<file path="src/rtl/seg7_pkg.sv">
// Shared types and constants for the 4-digit 7-segment scan driver.
package seg7_pkg;

    typedef enum logic [1:0] {
        S_LOAD  = 2'd0,
        S_BLANK = 2'd1,
        S_SCAN  = 2'd2
    } seg7_state_t;

    localparam int unsigned NUM_DIGITS = 4;
    localparam int unsigned DIGIT_W    = $clog2(NUM_DIGITS);

    localparam logic [6:0] SEG_OFF   = 7'h7F;
    localparam logic [3:0] ANODE_OFF = 4'hF;

    // Active-low {g,f,e,d,c,b,a} patterns for hex digits 0..F
    localparam logic [6:0] HEX_SEG [16] = '{
        7'b1000000, 7'b1111001, 7'b0100100, 7'b0110000,
        7'b0011001, 7'b0010010, 7'b0000010, 7'b1111000,
        7'b0000000, 7'b0010000, 7'b0001000, 7'b0000011,
        7'b1000110, 7'b0100001, 7'b0000110, 7'b0001110
    };

endpackage

</file>
<file path="src/rtl/hex_to_seg7.sv">
// Combinational hex nibble to active-low 7-segment decoder.
module hex_to_seg7
    import seg7_pkg::*;
(
    input  logic [3:0] i_nibble,
    output logic [6:0] o_seg_c
);

    // Table lookup of the segment pattern
    assign o_seg_c = HEX_SEG[i_nibble];

endmodule

</file>
<file path="src/rtl/seg7_scan_driver.sv">
// Four-digit multiplexed 7-segment driver with per-frame shadow capture
// and dead-time blanking between digits.
// Optional build macro SEG7_BLANK_LEADING_ZERO_EN blanks leading zero digits.
module seg7_scan_driver
    import seg7_pkg::*;
#(
    parameter int unsigned SCAN_DIV     = 1000,
    parameter int unsigned BLANK_CYCLES = 2
) (
    input  logic        clock,
    input  logic        clear,
    input  logic [15:0] value,
    input  logic        disp,
    input  logic        freeze,
    output logic [3:0]  anode,
    output logic [6:0]  seg,
    output logic        frame_done
);

    localparam int unsigned TMAX       = (SCAN_DIV > BLANK_CYCLES) ? SCAN_DIV : BLANK_CYCLES;
    localparam int unsigned TW         = $clog2(TMAX + 1);
    localparam int unsigned SCAN_LAST  = SCAN_DIV - 1;
    localparam int unsigned BLANK_LAST = (BLANK_CYCLES > 0) ? BLANK_CYCLES - 1 : 0;
    localparam bit          HAS_BLANK  = (BLANK_CYCLES > 0);

    seg7_state_t          r_state;
    logic [DIGIT_W-1:0]   r_digit;
    logic [TW-1:0]        r_timer;
    logic [15:0]          r_shadow;

    seg7_state_t          w_state_nx;
    logic [DIGIT_W-1:0]   w_digit_nx;
    logic [TW-1:0]        w_timer_nx;
    logic [15:0]          w_shadow_nx;
    logic [3:0]           w_nibble;
    logic [6:0]           w_dec;
    logic                 w_lead_blank;
    logic                 w_lit;
    logic [3:0]           w_anode_nx;
    logic [6:0]           w_seg_nx;
    logic                 w_frame_done_nx;

    // Next-state, next-digit, timer and shadow reload
    always_comb begin
        w_state_nx  = r_state;
        w_digit_nx  = r_digit;
        w_timer_nx  = r_timer + TW'(1);
        w_shadow_nx = r_shadow;
        case (r_state)
            S_LOAD: begin
                if (!freeze) begin
                    w_shadow_nx = value;
                end
                w_digit_nx = '0;
                w_timer_nx = '0;
                w_state_nx = HAS_BLANK ? S_BLANK : S_SCAN;
            end
            S_BLANK: begin
                if (r_timer == TW'(BLANK_LAST)) begin
                    w_timer_nx = '0;
                    w_state_nx = S_SCAN;
                end
            end
            S_SCAN: begin
                if (r_timer == TW'(SCAN_LAST)) begin
                    w_timer_nx = '0;
                    if (r_digit == DIGIT_W'(NUM_DIGITS - 1)) begin
                        w_state_nx = S_LOAD;
                    end else begin
                        w_digit_nx = r_digit + DIGIT_W'(1);
                        w_state_nx = HAS_BLANK ? S_BLANK : S_SCAN;
                    end
                end
            end
            default: begin
                w_state_nx = S_LOAD;
                w_digit_nx = '0;
                w_timer_nx = '0;
            end
        endcase
    end

    // Nibble of the next shadow selected by the next digit
    always_comb begin
        w_nibble = w_shadow_nx[3:0];
        case (w_digit_nx)
            2'd0:    w_nibble = w_shadow_nx[3:0];
            2'd1:    w_nibble = w_shadow_nx[7:4];
            2'd2:    w_nibble = w_shadow_nx[11:8];
            default: w_nibble = w_shadow_nx[15:12];
        endcase
    end

    hex_to_seg7 u_dec (
        .i_nibble (w_nibble),
        .o_seg_c  (w_dec)
    );

`ifdef SEG7_BLANK_LEADING_ZERO_EN
    // Digit is blank when it and every higher nibble are zero; digit 0 always shows
    always_comb begin
        w_lead_blank = 1'b0;
        case (w_digit_nx)
            2'd0:    w_lead_blank = 1'b0;
            2'd1:    w_lead_blank = (w_shadow_nx[15:4] == 12'h000);
            2'd2:    w_lead_blank = (w_shadow_nx[15:8] == 8'h00);
            default: w_lead_blank = (w_shadow_nx[15:12] == 4'h0);
        endcase
    end
`else
    assign w_lead_blank = 1'b0;
`endif

    // Pin values for the coming cycle; disp only gates the pins
    always_comb begin
        w_lit           = (w_state_nx == S_SCAN) && disp;
        w_anode_nx      = w_lit ? ~(4'b0001 << w_digit_nx) : ANODE_OFF;
        w_seg_nx        = (w_lit && !w_lead_blank) ? w_dec : SEG_OFF;
        w_frame_done_nx = (w_state_nx == S_SCAN)
                       && (w_digit_nx == DIGIT_W'(NUM_DIGITS - 1))
                       && (w_timer_nx == TW'(SCAN_LAST));
    end

    // State and registered outputs update on the same edge
    always_ff @(posedge clock or negedge clear) begin
        if (!clear) begin
            r_state    <= S_LOAD;
            r_digit    <= '0;
            r_timer    <= '0;
            r_shadow   <= 16'h0000;
            anode      <= ANODE_OFF;
            seg        <= SEG_OFF;
            frame_done <= 1'b0;
        end else begin
            r_state    <= w_state_nx;
            r_digit    <= w_digit_nx;
            r_timer    <= w_timer_nx;
            r_shadow   <= w_shadow_nx;
            anode      <= w_anode_nx;
            seg        <= w_seg_nx;
            frame_done <= w_frame_done_nx;
        end
    end

endmodule

</file>
<file path="config.mk">
export PLATFORM = sky130hd
export DESIGN_NAME = seg7_scan_driver
export DESIGN_NICKNAME = d
export VERILOG_FILES = /design/src/rtl/seg7_pkg.sv /design/src/rtl/hex_to_seg7.sv /design/src/rtl/seg7_scan_driver.sv
export SDC_FILE = /design/constraint.sdc
export NUM_CORES = 1
export LEC_CHECK = 0
export BUFFER_PORTS_ARGS = -buffer_cell sky130_fd_sc_hd__buf_4
export CORE_MARGIN = 3
export CORE_UTILIZATION = 50
export CTS_CLUSTER_DIAMETER = 100
export DETAILED_ROUTE_END_ITERATION = 8
export PLACE_DENSITY = 0.7
export REMOVE_ABC_BUFFERS = 1
export SETUP_SLACK_MARGIN = 0.4
export SYNTH_ARGS = -nofsm -noshare
export SYNTH_HDL_FRONTEND = slang
export SYNTH_SLANG_ARGS = --single-unit
</file>
<file path="constraint.sdc">
create_clock -name clock -period 5.3 [get_ports clock]
set_input_delay 1.06 -clock clock [delete_from_list [all_inputs] [get_ports clock]]
set_output_delay 1.06 -clock clock [all_outputs]
set_load 0.005 [all_outputs]
</file>
==> run_results.csv <==
group,metric,value,unit
synthesis,synth_xor_area_share,3.03,%
critical_path,endpoint_kind,"register",
grt,grt_pass1_vias,1725,
synthesis,post_synth_mux_area_share,9.03,%
sta,timing.final.crit_period,3910,ps
sta,worst-slew-pin-transition,1050,ps
synthesis,yosys_most_used_dff,"dfrtp_1",
critical_path,worst_ep_required_time,5500,ps
cts,postCtsSetupRepairBufs,0,
cts,worst_setup_hold_path_clk_slew,80,ps
floorplan,ios,32,
detailed_routing,per_cell_via_count_in_the_routed_design,5.80,
synthesis,synth_edf_count,0,
detailed_routing,detailroute.via_count,1728,
synthesis,synth-compound-area-share,12.9,%
critical_path,worst_ep_arrival_time,4110,ps
detailed_routing,postRouteWirelength,4680,um
sta,slew_viol_final,0,
sta,rsz0062_at_grt,"false",
layout,syn_to_final_growth,15.8,%
detailed_routing,drt.antenna.violating_nets,0,
grt,global_route_wire_length_before_repair,7610,um
cts,tritoncts,"built",
sta,timing.final.hold_violations,0,
synthesis,post_synth_num_cell_types,55,
synthesis,syn-cell-area,2310,um^2
cts,cts_num_sinks,42,
cts,clock_latency,290,ps
pwr,power_density,241,nW/um^2
critical_path,critPathKind,"register to register",
floorplan,dieWidth,74.0,um
layout,post_route_cells_drive_above_1_share,30.1,%
detailed_routing,drc,0,
synthesis,share_of_synthesized_cell_area_in_full_adder_half_adder_and_majority_cells,6.49,%
worst_hold_path,hold_path.class,"register to register",
synthesis,ys_seq_elements,42,
sta,final.setup_skew,6.37,ps
synthesis,sequential_share_of_the_synthesized_area,46.0,%
detailed_routing,drt_iter0_drc,117,
grt,antenna_found_initial,0,
critical_path,worst-path-max-fanout,11,
sta,relSlewSlack,29.9,%
synthesis,post_synthesis_simple_gate_area_fraction,18.8,%
layout,fin_nets,277,
floorplan,die_area,5480,um^2
placement,place.gp.congestion,0.898,
cts,ctsHoldBuffers,0,
cts,resized_gates_after_cts,0,
placement,dpl.hpwl,3360,um
sta,post-route-period-util,73.7,%
synthesis,syn-mean-instance-area,10.8,um^2
floorplan,chipHeight,74.0,um
synthesis,synth.yosys.warnings,0,
pwr,max-vdd-ir-drop,0.170,mV
layout,final.fill_count,380,
grt,grt_usage,18.2,%
sta,max_clock_freq,256,MHz
placement,io_buffers,31,
layout,diodes,0,
outcome,status,"finished clean",
cts,cts.root.buffer_cell,"clkbuf_8",
synthesis,synth_top_family_by_area,"simple AND/OR/NAND/NOR gates",
cts,clockBufferDepth,2,
cts,cts_buffers,5,
cts,clock_tree.htree_level_count,2,
detailed_routing,routed_wire_length_per_instance,15.7,um
grt,globalRouteOverflowTotal,0,
flow_run,maxCapViolCount,0,
pwr,report.power.total,646,uW
floorplan,core_region_area,4410,um^2
synthesis,postSynthCellCount,215,
synthesis,postSynth.asyncResetShare,100,%
sta,timing.final.setup_violations,0,
detailed_routing,firstDrtPassIters,4,
floorplan,row_count,24,
critical_path,setup.worst_path.start_class,"register",
grt,grt_max_degree,43,
sta,timing.setup.tns,0,ps
pwr,leakage,0.00122,uW
floorplan,start_util,52.4,%
## routing by layer
layer | GRT usage, % | part of all wire [%] | vias up
met2 | 29.8 | 48 | 47
li1 | - | - | 841
met1 | 22.9 | 45 | 829
met3 | 3.92 | 5.1 | 11
met4 | 8.65 | 2.1 | 0
met5 | 0 | 0 | -
## power breakdown
part / internal (uW) / total (uW) / leakage [uW] / switching (uW)
Combinational: 29.8 / 58.1 / 0.000667 / 28.3
Sequential: 335 / 337 / 0.000506 / 2.51
Clock: 141 / 251 / 0.0000514 / 110
Total: 505 / 646 / 0.00122 / 141
## cells in the final DEF, fill, tap and decap left out, drive strengths merged, types with 2 or more instances in the layout
master,n
xor2,3
mux2i,4
a31oi,2
dfstp,11
o211ai,3
nand2b,3
a221o,3
ha,12
and2,6
clkbuf,6
nor4,3
nor2,17
dfrtp,31
o21a,2
buf,31
mux2,15
nor3,6
o21ai,8
o32a,3
nand2,9
inv,12
nor4b,2
and4,2
or3,4
xnor2,5
a21oi,8
nand4,4
nand3,9
nor2b,2
## through the flow
step | utilization [%] | hold WS, ps | instance area [um^2] | setup slack (ps) | instances
2_1_floorplan | - | 448 | 2270 | 1970 | 207
3_3_place_gp | 58.2 | 466 | 2570 | 1410 | 290
3_5_place_dp | 58.2 | 473 | 2570 | 1380 | 290
4_1_cts | 60.7 | 494 | 2680 | 1470 | 298
5_1_grt | 60.7 | 509 | 2680 | 1080 | 298
6_report | 60.7 | 490 | 2680 | 1390 | 298
## path summary, 6_finish.rpt
path	startpoint	to	slack [ps]	cells after the start
hold reg to reg	r_shadow[1]	r_shadow[1]	490	2
min in group asynchronous	clear	r_shadow[15]	740	1
max in group asynchronous	clear	seg[6]	4190	1
setup reg to reg	r_state[1]	seg[4]	1390	14
hold / removal	r_shadow[1]	r_shadow[1]	490	2
setup / recovery	r_state[1]	seg[4]	1390	14
## worst max-delay path, cell delays in order, from the launching register on
cell and delay, ps:
dfrtp_1 440, inv_1 100, ha_1 500, nand4_1 230
nor4_4 550, nor2_4 140, inv_2 150, o21ai_1 70
a211oi_1 710, inv_1 190, ha_1 280, inv_1 130
a21oi_1 50, a21oi_1 130, o221ai_1 130
## cells by family after synthesis
logic type,count (synthesis)
AND/OR/NAND/NOR,73
flip-flops,42
AO/OA/AOI/OAI,41
buffers and inverters,20
multiplexers,19
adder cells (fa/ha/maj),12
XOR/XNOR,8
## synth_stat cells (all sizes together), types with 2 or more instances
cell type  number  share of area [%]
dfrtp          31                 34
nor2           17                3.1
mux2           15                7.3
ha             12                6.5
inv            12                1.9
dfstp          11                 12
nand2           9                1.5
nand3           9                1.9
a21oi           8                1.9
o21ai           8                1.7
and2            6                1.7
nor3            6                1.3
buf             5                1.4
xnor2           5                1.9
mux2i           4                1.7
nand4           4                1.4
or3             4                1.1
a221o           3                1.3
clkbuf          3               0.49
nand2b          3               0.81
nor4            3                1.5
o211ai          3               0.97
o32a            3                1.3
xor2            3                1.1
a31oi           2               0.54
and4            2               0.76
nor2b           2               0.54
nor4b           2               0.76
o21a            2               0.65
## final cells by class
cell class / instances / area, um^2 / area share (%)
clock buffers: 6 / 72.6 / 2.71
clock inverters: 2 / 37.5 / 1.40
inverters: 12 / 45.0 / 1.68
multi-input cells: 153 / 1160 / 43.4
flip-flops and latches: 42 / 1060 / 39.7
well taps: 52 / 65.1 / 2.43
repair buffers: 31 / 233 / 8.68
## registers in the layout (all words and copies together), names as in the netlist
register    cells
seg             7
frame_done      1
r_digit         2
r_state         2
anode           4
r_shadow       16
r_timer        10
Power figures use the tool's default switching activity.
